### src/rtl/alu_bist.sv
// Built-in self-test sequencer for the CPU ALU: drives LFSR operand vectors, checks results against a golden model.
// Define ALU_BIST_FLAGS_EN to also check the four ALU flags {N,Z,C,V}; otherwise only the result is compared.
module alu_bist #(
    parameter int unsigned  N       = 32,
    parameter int unsigned  NUM_VEC = 20,
    parameter int unsigned  LAT     = 0,
    parameter logic [N-1:0] SEED    = 32'h1
) (
    input  logic         clk,
    input  logic         rst,
    input  logic         start_i,
    output logic [2:0]   opcode_o,
    output logic [N-1:0] a_o,
    output logic [N-1:0] b_o,
    input  logic [N-1:0] result_i,
    input  logic [3:0]   flags_i,
    output logic         busy_o,
    output logic         done_o,
    output logic         pass_o,
    output logic [7:0]   err_count_o,
    output logic [7:0]   first_fail_o
);

    typedef enum logic [2:0] {
        S_IDLE  = 3'd0,
        S_DRIVE = 3'd1,
        S_WAIT  = 3'd2,
        S_CHECK = 3'd3,
        S_DONE  = 3'd4
    } state_t;

    localparam logic [N-1:0] C_TAPS     = N'(32'h8020_0003);
    localparam logic [7:0]   C_LAST_IDX = 8'(NUM_VEC - 1);
    localparam bit           C_HAS_WAIT = (LAT > 0);
    localparam logic [1:0]   C_LAT_LAST = 2'((LAT > 0) ? (LAT - 1) : 0);

    localparam logic [2:0] OP_ADD = 3'b000;
    localparam logic [2:0] OP_SUB = 3'b001;
    localparam logic [2:0] OP_AND = 3'b010;
    localparam logic [2:0] OP_OR  = 3'b011;
    localparam logic [2:0] OP_MOV = 3'b100;

    // Galois right-shift step; bit 31 of the taps keeps the map invertible, so zero is unreachable.
    function automatic logic [N-1:0] f_lfsr_step(input logic [N-1:0] s);
        if (s[0]) begin
            return (s >> 1) ^ C_TAPS;
        end else begin
            return s >> 1;
        end
    endfunction

    function automatic logic [N-1:0] f_gold_result(input logic [2:0] op,
                                                   input logic [N-1:0] a,
                                                   input logic [N-1:0] b);
        case (op)
            OP_ADD:  return a + b;
            OP_SUB:  return a - b;
            OP_AND:  return a & b;
            OP_OR:   return a | b;
            OP_MOV:  return b;
            default: return '0;
        endcase
    endfunction

`ifdef ALU_BIST_FLAGS_EN
    function automatic logic [3:0] f_gold_flags(input logic [2:0] op,
                                                input logic [N-1:0] a,
                                                input logic [N-1:0] b,
                                                input logic [N-1:0] r);
        logic [N:0] sum;
        logic       c;
        logic       v;
        sum = {1'b0, a} + {1'b0, b};
        c   = 1'b0;
        v   = 1'b0;
        case (op)
            OP_ADD: begin
                c = sum[N];
                v = (a[N-1] == b[N-1]) && (r[N-1] != a[N-1]);
            end
            OP_SUB: begin
                c = (a >= b);
                v = (a[N-1] != b[N-1]) && (r[N-1] != a[N-1]);
            end
            default: begin
                c = 1'b0;
                v = 1'b0;
            end
        endcase
        return {r[N-1], (r == '0), c, v};
    endfunction
`endif

    state_t       r_state;
    state_t       w_state_nxt;
    logic         w_load;
    logic         w_start_run;
    logic         w_check;
    logic         w_finish;
    logic         w_last;
    logic [2:0]   w_op_nxt;
    logic [1:0]   r_lat_cnt;
    logic [N-1:0] r_lfsr;
    logic [N-1:0] r_a;
    logic [N-1:0] r_b;
    logic [2:0]   r_opcode;
    logic [7:0]   r_idx;
    logic [7:0]   r_err_count;
    logic [7:0]   r_first_fail;
    logic         r_busy;
    logic         r_done;
    logic         r_pass;
    logic [N-1:0] w_lfsr1;
    logic [N-1:0] w_lfsr2;
    logic [N-1:0] w_gold_res;
    logic         w_mismatch;

    assign w_lfsr1    = f_lfsr_step(r_lfsr);
    assign w_lfsr2    = f_lfsr_step(w_lfsr1);
    assign w_gold_res = f_gold_result(r_opcode, r_a, r_b);
    assign w_last     = (r_idx == C_LAST_IDX);

`ifdef ALU_BIST_FLAGS_EN
    logic [3:0] w_gold_flags;
    assign w_gold_flags = f_gold_flags(r_opcode, r_a, r_b, w_gold_res);
    assign w_mismatch   = (result_i != w_gold_res) || (flags_i != w_gold_flags);
`else
    logic w_unused_flags;
    assign w_unused_flags = ^flags_i;
    assign w_mismatch     = (result_i != w_gold_res);
`endif

    // State register.
    always_ff @(posedge clk or negedge rst) begin
        if (!rst) begin
            r_state <= S_IDLE;
        end else begin
            r_state <= w_state_nxt;
        end
    end

    // Next-state logic and datapath strobes; a vector is loaded on every edge that enters DRIVE.
    always_comb begin
        w_state_nxt = r_state;
        w_load      = 1'b0;
        w_start_run = 1'b0;
        w_check     = 1'b0;
        w_finish    = 1'b0;
        case (r_state)
            S_IDLE: begin
                if (start_i) begin
                    w_state_nxt = S_DRIVE;
                    w_load      = 1'b1;
                    w_start_run = 1'b1;
                end else begin
                    w_state_nxt = S_IDLE;
                end
            end
            S_DRIVE: begin
                if (C_HAS_WAIT) begin
                    w_state_nxt = S_WAIT;
                end else begin
                    w_state_nxt = S_CHECK;
                end
            end
            S_WAIT: begin
                if (r_lat_cnt == C_LAT_LAST) begin
                    w_state_nxt = S_CHECK;
                end else begin
                    w_state_nxt = S_WAIT;
                end
            end
            S_CHECK: begin
                w_check = 1'b1;
                if (w_last) begin
                    w_state_nxt = S_DONE;
                    w_finish    = 1'b1;
                end else begin
                    w_state_nxt = S_DRIVE;
                    w_load      = 1'b1;
                end
            end
            S_DONE: begin
                w_state_nxt = S_IDLE;
            end
            default: begin
                w_state_nxt = S_IDLE;
            end
        endcase
    end

    // Opcode sequence restarts at ADD for every run and cycles through five operations.
    always_comb begin
        w_op_nxt = 3'd0;
        if (w_start_run) begin
            w_op_nxt = 3'd0;
        end else if (r_opcode == 3'd4) begin
            w_op_nxt = 3'd0;
        end else begin
            w_op_nxt = r_opcode + 3'd1;
        end
    end

    // Latency counter, active only while in WAIT.
    always_ff @(posedge clk or negedge rst) begin
        if (!rst) begin
            r_lat_cnt <= 2'd0;
        end else if (r_state == S_WAIT) begin
            r_lat_cnt <= r_lat_cnt + 2'd1;
        end else begin
            r_lat_cnt <= 2'd0;
        end
    end

    // Vector generation: two LFSR steps per vector, state carried across runs.
    always_ff @(posedge clk or negedge rst) begin
        if (!rst) begin
            r_lfsr   <= SEED;
            r_a      <= '0;
            r_b      <= '0;
            r_opcode <= 3'd0;
        end else if (w_load) begin
            r_lfsr   <= w_lfsr2;
            r_a      <= r_lfsr;
            r_b      <= w_lfsr1;
            r_opcode <= w_op_nxt;
        end
    end

    // Vector index and error bookkeeping; an empty error count marks the first mismatch.
    always_ff @(posedge clk or negedge rst) begin
        if (!rst) begin
            r_idx        <= 8'd0;
            r_err_count  <= 8'd0;
            r_first_fail <= 8'hFF;
        end else if (w_start_run) begin
            r_idx        <= 8'd0;
            r_err_count  <= 8'd0;
            r_first_fail <= 8'hFF;
        end else if (w_check) begin
            if (!w_last) begin
                r_idx <= r_idx + 8'd1;
            end
            if (w_mismatch) begin
                if (r_err_count != 8'hFF) begin
                    r_err_count <= r_err_count + 8'd1;
                end
                if (r_err_count == 8'd0) begin
                    r_first_fail <= r_idx;
                end
            end
        end
    end

    // Run status; pass folds in the final CHECK's own comparison.
    always_ff @(posedge clk or negedge rst) begin
        if (!rst) begin
            r_busy <= 1'b0;
            r_done <= 1'b0;
            r_pass <= 1'b0;
        end else begin
            r_done <= w_finish;
            if (w_start_run) begin
                r_busy <= 1'b1;
            end else if (w_finish) begin
                r_busy <= 1'b0;
            end
            if (w_finish) begin
                r_pass <= (r_err_count == 8'd0) && !w_mismatch;
            end
        end
    end

    assign opcode_o     = r_opcode;
    assign a_o          = r_a;
    assign b_o          = r_b;
    assign busy_o       = r_busy;
    assign done_o       = r_done;
    assign pass_o       = r_pass;
    assign err_count_o  = r_err_count;
    assign first_fail_o = r_first_fail;

endmodule

### config.mk
export PLATFORM = sky130hd
export DESIGN_NAME = alu_bist
export DESIGN_NICKNAME = d
export VERILOG_FILES = /design/src/rtl/alu_bist.sv
export SDC_FILE = /design/constraint.sdc
export NUM_CORES = 1
export LEC_CHECK = 0
export BUFFER_PORTS_ARGS = -buffer_cell sky130_fd_sc_hd__buf_2
export CELL_PAD_IN_SITES_DETAIL_PLACEMENT = 0
export CELL_PAD_IN_SITES_GLOBAL_PLACEMENT = 1
export CORE_ASPECT_RATIO = 1.2
export CORE_MARGIN = 1.5
export CORE_UTILIZATION = 35
export CTS_CLUSTER_DIAMETER = 50
export DETAILED_ROUTE_END_ITERATION = 16
export PLACE_DENSITY = 0.73
export REMOVE_ABC_BUFFERS = 1
export SYNTH_ARGS = -nofsm -noshare
export SYNTH_HDL_FRONTEND = slang
export SYNTH_SLANG_ARGS = --single-unit
### constraint.sdc
create_clock -name clk -period 6.36 [get_ports clk]
set_input_delay 0.954 -clock clk [delete_from_list [all_inputs] [get_ports clk]]
set_output_delay 0.954 -clock clk [all_outputs]
set_load 0.01 [all_outputs]
==> impl_metrics.tcl, run 1 <==
set metrics [dict create \
    initial_antenna_violation_count 1 \
    most_used_cell_along_the_critical_path "or4_4" \
    path_delay_family "simple AND/OR/NAND/NOR gates" \
    finalHoldViolations 0 \
    clock-skew-final_ns 0.00932 \
    worst_hold_startpoint "r_lat_cnt[0]" \
    cts_resized 0 \
    cts.sinks 72 \
    grt_start_max_net_pins 73 \
    drt_first_iter_violations 581 \
    critical_path.slowest_cell "or4_4" \
    ctsHtreeMaxLevel 3 \
    finalSetupViolations 0 \
    critical_path.reg2reg.startpoint "r_lfsr[5]" \
    starting_density_of_the_core_pct 35.5 \
    gr-usage-all-layers_pct 21.8 \
    timing.final.crit_share_pct 93.3 \
    pin_count 125 \
    crit_fanout 11 \
    layout-drive-gt1-share_pct 19.7 \
    finalWeightedCongestion 0.900 \
    clock_tree_buffer_depth 2 \
    dieArea_mm2 0.0235 \
    synthCells 1028 \
    detail-route-antenna-nets 0 \
    synth_seq_cells 72 \
    tritoncts "built" \
    ctsHoldBuffers 0 \
    post-synth-top-area-cell "dfrtp_1" \
    netlist_area_mm2 0.00792 \
    setup_repair_after_global_routing_missed_its_margin "false" \
    critical_path.endpoint_type "flop" \
    synthesis.yosys.warnings 0 \
    synth_top_cells_by_area "dfrtp_1, ha_1, xnor2_1" \
    die_y_um 168 \
    worst_skew_pair.late_latency_ns 0.35 \
    cts_root_buf "clkbuf_16" \
    max_clock_freq_mhz 168 \
    slew-limit-headroom_pct 34.0 \
    worstSetupStartpoint "r_lfsr[5]" \
    synth_common_cells "nand2_1, o21ai_0, a21oi_1" \
    nFillCells 2327 \
    drt-wirelength-per-cell_um 18.9 \
    worstMarginPinSlew_ns 0.991 \
    critical_path_required_ns 6.60 \
    cp_slowest_stage_delay_ns 0.61 \
    finish.net_count 1141 \
    netlist-cell-type-count 83 \
    postCtsSetupRepairBufs 0 \
    detailed_placement_hpwl_mm 18.8 \
    path_clk_slew_ns 0.07 \
    average_cell_area_after_synthesis_um2 7.70 \
    placeableCoreArea_mm2 0.0223 \
    drt-total-wl_mm 25.4 \
    minimum_clock_period_ns 5.94 \
    grt_pass1_wl_mm 40.4 \
    grt_remaining_overflow 0 \
    timing.critical_path.from_type "flop" \
    cp.buffers_inverters 0 \
    chip_width_um 140 \
    floorplan.rows 60 \
    cap_violations 0 \
    worst_ep_arrival_time_ns 6.17 \
    ys_async_sr_fraction_pct 100 \
    number_of_flops_mapped_to_enable_cells_by_yosys 0 \
    hold_class "reg -> reg" \
    ys_flop_type "dfrtp_1" \
    vias 7566 \
    first_global_vias 7315 \
    synth_top_area_share_pct 19.9 \
    timing.final.ws_setup_ns 0.423 \
    viasPerCell 5.63 \
    cts_buf_count 9 \
    cp_cell_sequence "or4_4 -> nor4_4 -> and4_1 -> nor2_1 -> xnor2_1 -> ha_1 -> a21o_1 -> o21bai_1 -> a221oi_1 -> or4b_1 -> mux2i_1 -> nor3_1 -> a41oi_1 -> nand4_1 -> or4_4 -> o21ai_2 -> nor2_2 -> mux2_4" \
    drt_drc_violations_left 0 \
    post-place-ws_ns 0.476 \
    post-synth-top-count-cell "nand2_1" \
    port-buffer-count 120 \
    status "completed" \
    detail_route.first_pass.iterations 5 \
    synth_seq_area_share_pct 22.9 \
    area_growth_syn_to_layout_pct 9.37 \
    final-max-slew-violation-count 0 \
    tns_ns 0 \
    critical_path_class "reg -> reg" \
]
## sequential cells by signal (all words and copies together) (netlist names)
signal / cells
pass_o: 1
a_o: 5
err_count_o: 8
b_o: 2
busy_o: 1
r_lfsr: 31
first_fail_o: 8
done_o: 1
r_lat_cnt: 2
r_state: 2
r_idx: 8
opcode_o: 3
## logic make-up after synthesis
| kind of cell | Yosys count | synth area share (%) |
|---|---|---|
| DFF | 72 | 22.9 |
| muxes | 38 | 5.15 |
| and+or+nand+nor | 327 | 21.5 |
| AOI/OAI and AO/OA | 304 | 24.0 |
| buffers and inverters | 168 | 11.1 |
| xor gates and xnor gates | 75 | 8.30 |
| adders and majority gates | 44 | 7.05 |
## layout by cell type (no fill, tap or decap), types with 10 or more instances in the layout
cell type  synthesis  final
inv_1             48     48
nand2_1           90     90
o21a_1            10     10
nand3_1           24     24
xor2_1            24     24
buf_4             58     19
ha_1              43     43
nor3_1            25     25
a21o_1            22     22
o21ai_0           88     87
xnor2_1           51     51
or3_1             10     10
nand4_1           18     18
nor2_1            67     66
and3_1            15     15
a31oi_1           12     12
dfrtp_1           63     63
mux2_2            18     18
a21oi_1           87     87
and2_1            11     11
buf_2              9    119
o31ai_1           10     10
mux2i_1           19     19
## path summary, 6_finish.rpt
kind	slack (ns)	cells past startpoint	to
max	0.42	18	err_count_o[1]
min	0.44	1	r_lat_cnt[0]
max reg2reg	0.42	18	err_count_o[1]
min reg2reg	0.44	1	r_lat_cnt[0]
max in group asynchronous	4.95	1	r_lfsr[24]
min in group asynchronous	0.75	1	r_lfsr[2]
## cell type report
type	count	area (µm²)	area share (%)
Tap cell	279	349	4.03
Sequential cell	72	1810	20.9
Timing Repair Buffer	139	758	8.75
Clock buffer	9	225	2.60
Inverter	48	180	2.08
Antenna cell	1	2.50	0.0289
Clock inverter	7	86.3	0.997
Multi-Input combinational cell	788	5250	60.6
## routing by layer
metal | track usage, % | part of all wire [%]
met1 | 28.0 | 44
met2 | 37.3 | 48
met3 | 2.90 | 4.9
met4 | 8.05 | 2.7
met5 | 0 | 0
## per-stage QoR
step                      util, %  cell area [µm²]  cells  hold WS [ns]
final                        38.8             8660   1343         0.441
after global routing         38.8             8660   1342         0.470
after CTS                    38.8             8660   1342         0.444
after detailed placement     37.4             8350   1326         0.434
after global placement       37.4             8350   1326         0.428
after floorplan                 -             7220    908         0.412
Power of run 1 is not shown: default switching activity piles up to over one toggle a cycle in this logic, so the estimate is an artifact.
==> run 2, diff against run 1 <==
BUFFER_PORTS_ARGS = -buffer_cell sky130_fd_sc_hd__buf_4   (was -buffer_cell sky130_fd_sc_hd__buf_2)
==> run 2 against run 1 <==
Critical path depth grew 3. Worst hold slack worse by 0.0015 ns. Critical endpoint is now first_fail_o[5]. Maximum frequency grew 0.27%. Clock-buffer cell count up 1. Wire length increased by 1.4%.
==> impl_metrics.tcl, run 2 (synthesis gave the netlist of run 1 again) <==
set metrics [dict create \
    biggest_register "r_lfsr" \
    ctsHoldBuffers 0 \
    port-buffer-count 120 \
    status "completed" \
    worst_skew_pair.late_latency_ns 0.35 \
    reg2reg_slack_ns 0.44 \
    pin_count 125 \
    vias 7566 \
    cp_slowest_stage_delay_ns 0.64 \
    hold_class "reg -> reg" \
    final-max-slew-violation-count 0 \
    critical_path_class "reg -> reg" \
    drt_drc_violations_left 0 \
    cts_root_buf "clkbuf_16" \
    finalHoldViolations 0 \
    finalWeightedCongestion 0.903 \
    worst_ep_arrival_time_ns 6.19 \
    cts_buf_count 9 \
    detailed_placement_hpwl_mm 19.2 \
    critical_path.slowest_cell "or4_4" \
    crit_fanout 8 \
    path_delay_family "simple AND/OR/NAND/NOR gates" \
    drt-total-wl_mm 25.7 \
    detail-route-antenna-nets 0 \
    initial_antenna_violation_count 0 \
    slew-limit-headroom_pct 35.0 \
    first_global_vias 7342 \
    gr-usage-all-layers_pct 22.1 \
    cts_resized 0 \
    tritoncts "built" \
    layout-drive-gt1-share_pct 19.9 \
    critical_path_required_ns 6.63 \
    die_y_um 168 \
    detail_route.first_pass.iterations 6 \
    timing.final.crit_share_pct 93.1 \
    most_used_cell_along_the_critical_path "nor3_1" \
    grt_pass1_wl_mm 40.7 \
    area_growth_syn_to_layout_pct 14.0 \
    floorplan.rows 60 \
    layout_commonest_cell "buf_4" \
    ctsHtreeMaxLevel 3 \
    drt_first_iter_violations 486 \
    largest_register_ff_count 31 \
    area_taken_by_multi_input_logic_gates_mm2 0.00525 \
    path_clk_slew_ns 0.07 \
    clock_tree_buffer_depth 2 \
    placeableCoreArea_mm2 0.0223 \
    timing.critical_path.from_type "flop" \
    viasPerCell 5.62 \
    worstMarginPinSlew_ns 0.974 \
    postCtsSetupRepairBufs 0 \
    finish.net_count 1146 \
    seq_area_mm2 0.00181 \
    minimum_clock_period_ns 5.92 \
    tns_ns 0 \
    max_clock_freq_mhz 169 \
    cp.buffers_inverters 3 \
    nFillCells 2289 \
    dieArea_mm2 0.0235 \
    num_antenna_cells 0 \
    grt_remaining_overflow 0 \
    cap_violations 0 \
    chip_width_um 140 \
    starting_density_of_the_core_pct 35.5 \
    clock-skew-final_ns 0.0112 \
    setup_repair_after_global_routing_missed_its_margin "false" \
    finalSetupViolations 0 \
    grt_start_max_net_pins 73 \
    drt-wirelength-per-cell_um 19.1 \
    cp_cell_sequence "inv_1 -> ha_1 -> nand3b_1 -> nor3_1 -> buf_4 -> a21oi_1 -> xnor2_1 -> ha_1 -> nand2_1 -> nor3_1 -> o211ai_1 -> a2111oi_0 -> nor3b_1 -> xnor2_1 -> nor3_1 -> nand4_1 -> or4_4 -> nor2_4 -> nand4b_1 -> buf_12 -> mux2i_1" \
    cts.sinks 72 \
    critical_path.endpoint_type "flop" \
    layout_common_cells "buf_4, nand2_1, a21oi_1, o21ai_0, nor2_1" \
]
run 2: path summary, 6_finish.rpt:
check                              from               to  cells after the start
min                        r_lat_cnt[0]     r_lat_cnt[0]                      1
min in group asynchronous           rst        r_lfsr[6]                      1
max reg2reg                      b_o[0]  first_fail_o[5]                     21
max in group asynchronous           rst       r_lfsr[27]                      1
min reg2reg                r_lat_cnt[0]     r_lat_cnt[0]                      1
max                              b_o[0]  first_fail_o[5]                     21
run 2: final cells by class:
cell class,instances,share of cell area [%]
Inverter,48,2.00
Tap cell,279,3.87
Multi-Input combinational cell,788,58.1
Clock inverter,6,1.28
Clock buffer,10,2.54
Sequential cell,72,20.1
Timing Repair Buffer,144,12.1
run 2: per-stage QoR:
stage	std cells	utilization [%]	worst slack, ns	hold WS [ns]	area, µm²
2_1_floorplan	908	-	0.979	0.412	7220
3_3_place_gp	1331	38.9	0.592	0.427	8680
3_5_place_dp	1331	38.9	0.551	0.429	8680
4_1_cts	1347	40.5	0.519	0.440	9030
5_1_grt	1347	40.5	0.0356	0.486	9030
6_report	1347	40.5	0.439	0.439	9030
run 2: routing by layer:
layer	wire length [µm]	track usage, %	vias up
li1	-	-	3704
met1	11400	28.7	3586
met2	12200	36.6	235
met3	1420	3.75	41
met4	761	8.74	0
met5	0	0	-
Power of run 2 is left out for the same reason.
==> run 3, diff against run 2 <==
ABC_AREA = 1   (was default)
PLACE_DENSITY = 0.77   (was 0.73)
==> run 3 against run 2 <==
Sequential share of layout area shrank 1.1 points. Maximum frequency grew 10%. Register-to-register slack gained 0.56 ns. Via count grew 15%. Sequential cell count is the same. Setup slack gained 0.56 ns. Critical path type unchanged.
==> impl_metrics.tcl, run 3 <==
set metrics [dict create \
    starting_density_of_the_core_pct 36.0 \
    cts_root_buf "clkbuf_16" \
    drt_first_iter_violations 580 \
    crit_fanout 11 \
    critical_path.endpoint_type "flop" \
    viasPerCell 4.83 \
    detail_route.first_pass.iterations 5 \
    cp_slowest_stage_delay_ns 0.41 \
    layout_common_cells "nand2_1, inv_1, nand3_1, buf_4, nor2_1" \
    area_growth_syn_to_layout_pct 13.4 \
    critical_path.reg2reg.startpoint "b_o[0]" \
    power.clock.fraction_pct 52.1 \
    num_antenna_cells 0 \
    grt_remaining_overflow 0 \
    design_power_total_uw 1060 \
    hold_class "reg -> reg" \
    synth_top_area_share_pct 20.6 \
    power.sequential.fraction_pct 43.4 \
    switching_share_pct 21.0 \
    port-buffer-count 120 \
    max_clock_freq_mhz 187 \
    tns_ns 0 \
    ctsHoldBuffers 0 \
    post-synth-top-count-cell "nand2_1" \
    cts.sinks 72 \
    netlist_area_mm2 0.00840 \
    drt_drc_violations_left 0 \
    final-max-slew-violation-count 0 \
    synth_seq_cells 72 \
    final_cell_count_no_fill 1807 \
    synth_top_cells_by_area "nand2_1, dfrtp_1, inv_1" \
    finish.instance_area_mm2 0.00953 \
    chip_width_um 144 \
    rr_endpoint "err_count_o[2]" \
    nFillCells 2602 \
    post-synth-top-area-cell "nand2_1" \
    layout-drive-gt1-share_pct 11.4 \
    utilization_pct 40.8 \
    detail-route-antenna-nets 0 \
    timing.final.crit_share_pct 84.3 \
    first_global_vias 8094 \
    hold-path-endpoint "r_lat_cnt[0]" \
    netlist-cell-type-count 41 \
    reported_net_switching_power_uw 222 \
    drt-wirelength-per-cell_um 15.0 \
    ys_async_sr_fraction_pct 100 \
    timing.critical_path.from_type "flop" \
    seq_area_mm2 0.00181 \
    critical_path_class "reg -> reg" \
    slew-limit-headroom_pct 14.3 \
    cap_violations 0 \
    clock-skew-final_ns 0.00688 \
    synth_seq_area_share_pct 21.6 \
    gr-usage-all-layers_pct 22.2 \
    initial_antenna_violation_count 0 \
    area_taken_by_multi_input_logic_gates_mm2 0.00507 \
    status "completed" \
    worstSetupStartpoint "b_o[0]" \
    detailed_placement_hpwl_mm 21.8 \
    pin_count 125 \
    most_used_cell_along_the_critical_path "nand2_1" \
    finalHoldViolations 0 \
    instance_count_after_placement_with_tap_cells_included 1791 \
    cts_resized 0 \
    postCtsSetupRepairBufs 0 \
    biggest_register "r_lfsr" \
    synth_common_cells "nand2_1, inv_1, nand3_1" \
    minimum_clock_period_ns 5.36 \
    drt-total-wl_mm 27.1 \
    clock_tree_buffer_depth 2 \
    cellPowerDensity_mw_per_mm2 111 \
    combinationalPowerShare_pct 4.5 \
    tritoncts "built" \
    dpl_cell_area_mm2 0.00920 \
    worst_hold_startpoint "r_lat_cnt[0]" \
    cts_buf_count 9 \
    finalSetupViolations 0 \
    synthCells 1434 \
    worstMarginPinSlew_ns 1.28 \
    critical_path_required_ns 6.63 \
    worst_ep_arrival_time_ns 5.63 \
    ctsHtreeMaxLevel 3 \
    worst_skew_pair.late_latency_ns 0.34 \
    die_y_um 173 \
    internal_power_uw 834 \
    grt_start_max_net_pins 73 \
    layout_commonest_cell "nand2_1" \
    largest_register_ff_count 31 \
    dieArea_mm2 0.0249 \
    path_clk_slew_ns 0.06 \
    finalWeightedCongestion 0.890 \
    floorplan.rows 61 \
    peakVddDrop_v 0.000134 \
    static_leakage_power_uw 0.00534 \
    placeableCoreArea_mm2 0.0234 \
    finish.net_count 1570 \
    critical_path.slowest_cell "dfrtp_1" \
    reg2reg_slack_ns 1.0 \
    grt_pass1_wl_mm 43.3 \
    vias 8725 \
    hold_depth 1 \
    setup_repair_after_global_routing_missed_its_margin "false" \
    number_of_flops_mapped_to_enable_cells_by_yosys 0 \
    r2r_cells 34 \
    synthesis.yosys.warnings 0 \
    ys_flop_type "dfrtp_1" \
    average_cell_area_after_synthesis_um2 5.86 \
]
[run 3: metrics by stage]
step	worst slack (ns)	hold slack (ns)
after floorplan	1.16	0.403
after global placement	1.09	0.415
after detailed placement	1.03	0.419
after CTS	1.00	0.427
after global routing	0.290	0.446
final	0.999	0.420
[run 3: worst max path at each step]
| stage | endpoint | slack (ns) |
|---|---|---|
| after floorplan | r_lfsr[21] | 1.16 |
| after global placement | err_count_o[2] | 1.09 |
| after detailed placement | err_count_o[7] | 1.03 |
| after CTS | err_count_o[7] | 1.00 |
| after global routing | err_count_o[4] | 0.29 |
| final | err_count_o[2] | 1.0 |
[run 3: kinds of logic after synthesis]
family | Yosys count | share of synthesized area (%)
AO/OA/AOI/OAI | 146 | 9.38
XOR/XNOR | 42 | 4.38
adder cells (fa/ha/maj) | 44 | 6.64
buffers and inverters | 343 | 18.1
flip-flops | 72 | 21.6
AND/OR/NAND/NOR | 787 | 39.9
[run 3: final cells by class]
class,count,area share (%)
Multi-Input combinational cell,1019,53.3
Sequential cell,72,19.0
Inverter,258,10.2
Timing Repair Buffer,127,10.0
Tap cell,315,4.14
Clock buffer,11,2.55
Clock inverter,5,0.828
[run 3: power by group through the flow]
stage,logic [µW],clock network [µW],registers (µW)
final,47.2,550,458
after global routing,54.0,584,458
after CTS,48.6,563,458
after detailed placement,48.5,0,467
after global placement,48.1,0,467
after floorplan,15.0,0,467
[run 3: layer usage]
metal	vias to the layer above	routed length [µm]	global-route usage [%]
met5	-	0	0
met4	0	667	7.15
met3	33	1330	2.41
met2	218	12800	36.7
met1	3929	12300	30.1
li1	4545	-	-
[run 3: critical path: cells and delay by family (launching register included)]
kind	cells	cell delay, ns
xor gates and xnor gates	1	0.15
buffers and inverters	3	0.50
and+or+nand+nor	27	3.51
DFF	1	0.41
adders and majority gates	2	0.60
AOI/OAI and AO/OA	1	0.10
Note: power is estimated with default switching activity, not from simulation.
